### src/rtl/fpu_unpack_pkg.sv
// Shared types and constants for the FPU operand unpacker.
package fpu_unpack_pkg;

    localparam int EXP_W  = 13;          // unbiased exponent, two's complement
    localparam int SIG_W  = 53;          // significand, hidden bit at MSB
    localparam int LZ_W   = 6;           // normalization shift count
    localparam int FRAC_W = SIG_W - 1;   // aligned fraction field

    localparam int BIAS_D = 1023;
    localparam int BIAS_S = 127;
    localparam int EMAX_D = 1024;
    localparam int EMAX_S = 128;

    typedef enum logic [1:0] {
        IDLE,
        NORM,
        DONE
    } state_t;

    typedef struct packed {
        logic is_zero;
        logic is_inf;
        logic is_nan;
        logic is_snan;
        logic is_sub;
    } class_t;

endpackage

### src/rtl/fpu_unpack_classify.sv
// Combinational field split and classification of a packed double or single.
// Single fractions are left-aligned into the 52-bit fraction field so the
// downstream datapath is format-agnostic.
module fpu_unpack_classify
    import fpu_unpack_pkg::*;
(
    input  logic [63:0]       i_op,
    input  logic              i_db,
    output logic              o_sign,
    output logic [FRAC_W-1:0] o_frac,
    output logic [10:0]       o_exp,
    output class_t            o_cls
);

    logic w_exp_max;
    logic w_exp_zero;
    logic w_frac_zero;

    // Select sign/exponent/fraction fields for the operand format.
    always_comb begin
        // NOTE: every output gets a value on every path, so no latch is inferred.
        o_sign    = i_op[31];
        o_exp     = {3'b000, i_op[30:23]};
        o_frac    = {i_op[22:0], 29'd0};
        w_exp_max = (i_op[30:23] == 8'hFF);
        if (i_db) begin
            o_sign    = i_op[63];
            o_exp     = i_op[62:52];
            o_frac    = i_op[51:0];
            w_exp_max = (i_op[62:52] == 11'h7FF);
        end
    end

    assign w_exp_zero  = (o_exp == 11'd0);
    assign w_frac_zero = (o_frac == '0);

    // Derive the class flags; a NaN is signalling when the fraction MSB is clear.
    always_comb begin
        o_cls.is_zero = w_exp_zero && w_frac_zero;
        o_cls.is_sub  = w_exp_zero && !w_frac_zero;
        o_cls.is_inf  = w_exp_max && w_frac_zero;
        o_cls.is_nan  = w_exp_max && !w_frac_zero;
        o_cls.is_snan = w_exp_max && !w_frac_zero && !o_frac[FRAC_W-1];
    end

endmodule

### src/rtl/fpu_unpack.sv
// FPU operand front end: decodes a packed operand into sign, 1.52 significand,
// unbiased exponent and class flags; subnormals are normalized one bit per cycle.
module fpu_unpack
    import fpu_unpack_pkg::*;
(
    input  logic             clk,
    input  logic             rst,
    input  logic             in_valid,
    output logic             in_ready,
    input  logic [63:0]      op,
    input  logic             db,
    output logic             out_valid,
    input  logic             out_ready,
    output logic             sign,
    output logic [SIG_W-1:0] fu,
    output logic [EXP_W-1:0] eu,
    output logic [LZ_W-1:0]  lz,
    output logic             is_zero,
    output logic             is_inf,
    output logic             is_nan,
    output logic             is_snan,
    output logic             is_sub
);

    state_t            r_state;
    state_t            w_next;
    logic              r_sign;
    logic [SIG_W-1:0]  r_fu;
    logic [EXP_W-1:0]  r_eu;
    logic [LZ_W-1:0]   r_lz;
    class_t            r_cls;

    logic              w_sign;
    logic [FRAC_W-1:0] w_frac;
    logic [10:0]       w_exp;
    class_t            w_cls;
    logic              w_accept;
    logic [EXP_W-1:0]  w_bias;
    logic [EXP_W-1:0]  w_emax;
    logic [SIG_W-1:0]  w_fu_load;
    logic [EXP_W-1:0]  w_eu_load;

    fpu_unpack_classify u_classify (
        .i_op   (op),
        .i_db   (db),
        .o_sign (w_sign),
        .o_frac (w_frac),
        .o_exp  (w_exp),
        .o_cls  (w_cls)
    );

    assign w_accept = in_valid && in_ready;
    assign w_bias   = db ? EXP_W'(BIAS_D) : EXP_W'(BIAS_S);
    assign w_emax   = db ? EXP_W'(EMAX_D) : EXP_W'(EMAX_S);

    // Initial significand/exponent for each operand class.
    always_comb begin
        w_fu_load = {1'b1, w_frac};
        w_eu_load = {2'b00, w_exp} - w_bias;
        if (w_cls.is_zero) begin
            w_fu_load = '0;
            w_eu_load = '0;
        end else if (w_cls.is_inf) begin
            w_fu_load = '0;
            w_eu_load = w_emax;
        end else if (w_cls.is_nan) begin
            w_eu_load = w_emax;
        end else if (w_cls.is_sub) begin
            w_fu_load = {1'b0, w_frac};
            w_eu_load = EXP_W'(1) - w_bias;
        end
    end

    // State register.
    always_ff @(posedge clk or posedge rst) begin
        // NOTE: non-blocking assignments keep all registers updating from pre-edge values.
        if (rst) r_state <= IDLE;
        else     r_state <= w_next;
    end

    // Next-state and handshake decode; subnormals detour through NORM.
    always_comb begin
        w_next    = r_state;
        in_ready  = 1'b0;
        out_valid = 1'b0;
        case (r_state)
            IDLE: begin
                in_ready = 1'b1;
                if (in_valid) w_next = w_cls.is_sub ? NORM : DONE;
            end
            NORM: begin
                // Leading one reaches the hidden-bit position on this shift.
                if (r_fu[SIG_W-2]) w_next = DONE;
            end
            DONE: begin
                out_valid = 1'b1;
                if (out_ready) w_next = IDLE;
            end
            default: w_next = IDLE;
        endcase
    end

    // Datapath: capture on accept, then shift/decrement/count while normalizing.
    always_ff @(posedge clk or posedge rst) begin
        if (rst) begin
            r_sign <= 1'b0;
            r_fu   <= '0;
            r_eu   <= '0;
            r_lz   <= '0;
            r_cls  <= '0;
        end else if (w_accept) begin
            r_sign <= w_sign;
            r_fu   <= w_fu_load;
            r_eu   <= w_eu_load;
            r_lz   <= '0;
            r_cls  <= w_cls;
        end else if (r_state == NORM) begin
            r_fu   <= r_fu << 1;
            r_eu   <= r_eu - EXP_W'(1);
            r_lz   <= r_lz + LZ_W'(1);
        end
    end

    assign sign    = r_sign;
    assign fu      = r_fu;
    assign eu      = r_eu;
    assign lz      = r_lz;
    assign is_zero = r_cls.is_zero;
    assign is_inf  = r_cls.is_inf;
    assign is_nan  = r_cls.is_nan;
    assign is_snan = r_cls.is_snan;
    assign is_sub  = r_cls.is_sub;

endmodule
### config.mk
export PLATFORM = sky130hd
export DESIGN_NAME = fpu_unpack
export DESIGN_NICKNAME = d
export VERILOG_FILES = /design/src/rtl/fpu_unpack_pkg.sv /design/src/rtl/fpu_unpack_classify.sv /design/src/rtl/fpu_unpack.sv
export SDC_FILE = /design/constraint.sdc
export NUM_CORES = 1
export LEC_CHECK = 0
export CORE_MARGIN = 2
export CORE_UTILIZATION = 48
export CTS_CLUSTER_SIZE = 20
export DETAILED_ROUTE_END_ITERATION = 12
export HOLD_SLACK_MARGIN = 0.08
export PLACE_DENSITY = 0.93
export SLEW_MARGIN = 0
export SYNTH_ARGS = -nofsm -noshare
export SYNTH_HDL_FRONTEND = slang
export SYNTH_HIERARCHICAL = 1
export SYNTH_SLANG_ARGS = --single-unit
### constraint.sdc
create_clock -name clk -period 2.9 [get_ports clk]
set_input_delay 0.435 -clock clk [delete_from_list [all_inputs] [get_ports clk]]
set_output_delay 0.435 -clock clk [all_outputs]
set_load 0.01 [all_outputs]
==> metrics.csv <==
stage;metric;value;unit
outcome;status;finished, violations left;
outcome;failing checks;negative setup slack;
finish;FILL cells;707;
placement;DP Worst Slack;-0.493;ns
drt;DRC errors left;0;
cts;clk_lat worst skew;0.38;ns
cts;H-tree lvl count;3;
yosys;mapped cell area;0.00500;sq mm
sta;fin crit period;3.02;ns
power_and_ir_drop;peak supply drop;324;uV
sta;worst-margin pin slew;0.792;ns
sta;Fin. Hold Viols;0;
yosys;leading area contributor after synthesis;dfrtp_1;
floorplan;die height;106;microns
yosys;library cells used by synthesis;65;
yosys;synth cell count leaders;82 x nor2_1, 80 x dfrtp_1, 41 x nand2_1;
drt;initial drt markers;523;
yosys;top_reg_cell synth;dfrtp_1;
setup_path;worst path required time;3.15;ns
sta;skew final;0.00641;ns
drt;drt via density;6.16;
cts;clk sink count;80;
finish;FF+latch area;0.00200;sq mm
global_route;initial antenna violation count;0;
global_route;grt total ovfl;0;
yosys;number of synthesized flops with an enable pin;0;
setup_path;CP max-delay cell;or3b_2;
sta;Max Slew Vio Count;0;
global_route;largest net degree at the start of global routing;62;
floorplan;Core ar.;0.0102;sq mm
sta;Slew headroom;46.8;%
setup_path;WP data arrival;3.26;ns
sta;Final Worst Setup Slack;-0.116;ns
floorplan;Initial Util;48.9;%
power_and_ir_drop;Leakage;3.30;nW
drt;Post-DRT Antenna Nets;0;
setup_path;CP peak stage delay;0.49;ns
drt;wire length per cell;20.4;microns
setup_path;critical path endpoint category;flop;
cts;CTS Buffer Depth;2;
finish;Multi-input gate area;0.00281;sq mm
floorplan;num rows;37;
setup_path;cell chain of the critical path;clkdlybuf4s50_1 -> nor4_2 -> nand4_1 -> o31ai_4 -> a31oi_2 -> or3_4 -> or3b_2 -> o221ai_2 -> o211ai_1;
drt;Total Wirelength;18.1;mm
finish;# diodes;0;
cts;Num CTS Buffers;9;
yosys;Synth async-reset ratio;100;%
global_route;total global routing track utilization;31.1;%
sta;TNS Setup;-0.180;ns
finish;post-route cell area;0.00750;sq mm
yosys;Ys Warns;6;
cts;root buf cell;clkbuf_8;
drt;via count;5469;
yosys;Seq cells post-synth;80;
yosys;post-synth top area share;40.0;%
power_and_ir_drop;pwr/cell area;572;mW/mm^2
placement;Placement Cell Area;0.00710;sq mm
setup_path;path type of the worst setup path;input pin to flop;
finish;Area Growth Syn to Fin;49.9;%
sta;Max Freq;332;MHz
floorplan;number of I/O pins;149;
placement;dpl cells;868;
sta;ratio of final minimum period to clock period;104;%
floorplan;Die ar.;0.0112;sq mm
setup_path;crit path max fanout;3;
placement;Final GP Congestion;0.912;
yosys;Synth area leaders;dfrtp_1 40%, nor2_1 6.2%, mux2_2 5.6%;
cts;CTS tree;yes;
run;Max-Cap Viols;0;
setup_path;Worst Setup Start Kind;input pin;
placement;Post-DP HPWL;13.0;mm
finish;layout cells sized above 1;19.9;%
drt;drt pass-1 iters;8;
cts;clk slew on worst S/H paths;0.08;ns
sta;Final Setup Violations;4;
global_route;vias in the first global route;5192;
yosys;most common cell in the synthesized netlist;nor2_1;
finish;final std cells w/o fill;888;
cts;CTS Hold Bufs;0;
yosys;sequential fraction of the synthesis area;40.0;%
finish;Nets;822;
yosys;syn_nets;625;
placement;count of input and output buffers;148;
yosys;mean post-synth cell area;9.09;sq um
yosys;post-synthesis cell count;550;
floorplan;Die W;106;microns
global_route;first-pass GRT wire length;27.3;mm
min_path;HP Class;input pin to async pin;
==> final cells by class <==
class                      instances  share of cell area, %
clock buffer                      11                   2.02
clock inverter                     5                   1.05
inverter                          30                   1.52
multi-input combinational        402                   37.5
sequential                        80                   26.7
tap                              136                   2.27
timing repair buffer             224                   28.9
==> sequential cells by signal (all words and copies together) (netlist names), 2 cells and up <==
signal,cells
fu,53
r_state,2
eu,13
lz,6
==> stage by stage <==
stage | total power, mW | hold slack [ns] | utilization, %
after floorplan | 2.35 | 0.509 | -
final | 4.29 | 0.332 | 73.3
after global routing | 4.48 | 0.390 | 73.3
after global placement | 3.25 | 0.458 | 69.4
after detailed placement | 3.30 | 0.472 | 69.4
after CTS | 4.27 | 0.341 | 71.9
==> power breakdown <==
group	internal [mW]	total (mW)	switching (mW)
clock	0.530	0.966	0.436
combinational	0.913	1.66	0.748
sequential	1.38	1.66	0.282
==> path summary, 6_finish.rpt <==
check,cells after the start,to,slack (ns),start
setup / recovery,9,eu[10]$_DFFE_PP0P_,-0.12,op[12]
hold / removal,2,fu[18]$_DFFE_PP0P_,0.33,rst
setup reg to reg,5,fu[52]$_DFFE_PP0P_,0.56,r_state[1]$_DFFE_PP0P_
hold reg to reg,1,lz[5]$_DFFE_PP0P_,0.49,lz[5]$_DFFE_PP0P_
max in group asynchronous,3,is_sub$_DFFE_PP0P_,1.92,rst
min in group clk,1,lz[5]$_DFFE_PP0P_,0.49,lz[5]$_DFFE_PP0P_
==> routing by layer <==
layer	vias up	global-route usage [%]	wire length [microns]
li1	2444	-	-
met1	2627	39.5	7040
met2	345	51.9	8840
met3	53	6.56	1610
met4	0	12.4	649
met5	-	0	0
==> logic make-up after synthesis <==
group | share of synthesized area (%)
buffers and inverters | 5.63
adders and majority gates | 1.50
AOI/OAI and AO/OA | 17.8
muxes | 8.78
DFF | 40.0
xor gates and xnor gates | 1.40
and+or+nand+nor | 24.8
==> critical path: cells and delay by family <==
family / cells / cell delay (ns)
AO/OA/AOI/OAI: 4 / 0.75
buffers and inverters: 1 / 0.43
AND/OR/NAND/NOR: 4 / 1.65
==> what timing repair did <==
item | CTS | global route
setup endpoints to repair | 6 | 64
pin swaps | 0 | 11
resized for setup | 5 | 25
buffers inserted | 0 | 4
==> placed cells by master, fill, tap and decap left out, types with 13 or more instances in the layout <==
| cell | Yosys | routed |
|---|---|---|
| mux2_2 | 25 | 26 |
| clkdlybuf4s50_1 | 0 | 135 |
| dfrtp_1 | 80 | 80 |
| buf_4 | 1 | 68 |
| and2_1 | 32 | 32 |
| nand4_1 | 13 | 13 |
| nor2_1 | 82 | 81 |
| a221oi_1 | 29 | 29 |
| o21ai_0 | 13 | 13 |
| inv_1 | 30 | 29 |
| nand2_1 | 41 | 41 |
| a222oi_1 | 21 | 21 |
Power figures use the tool's default switching activity.
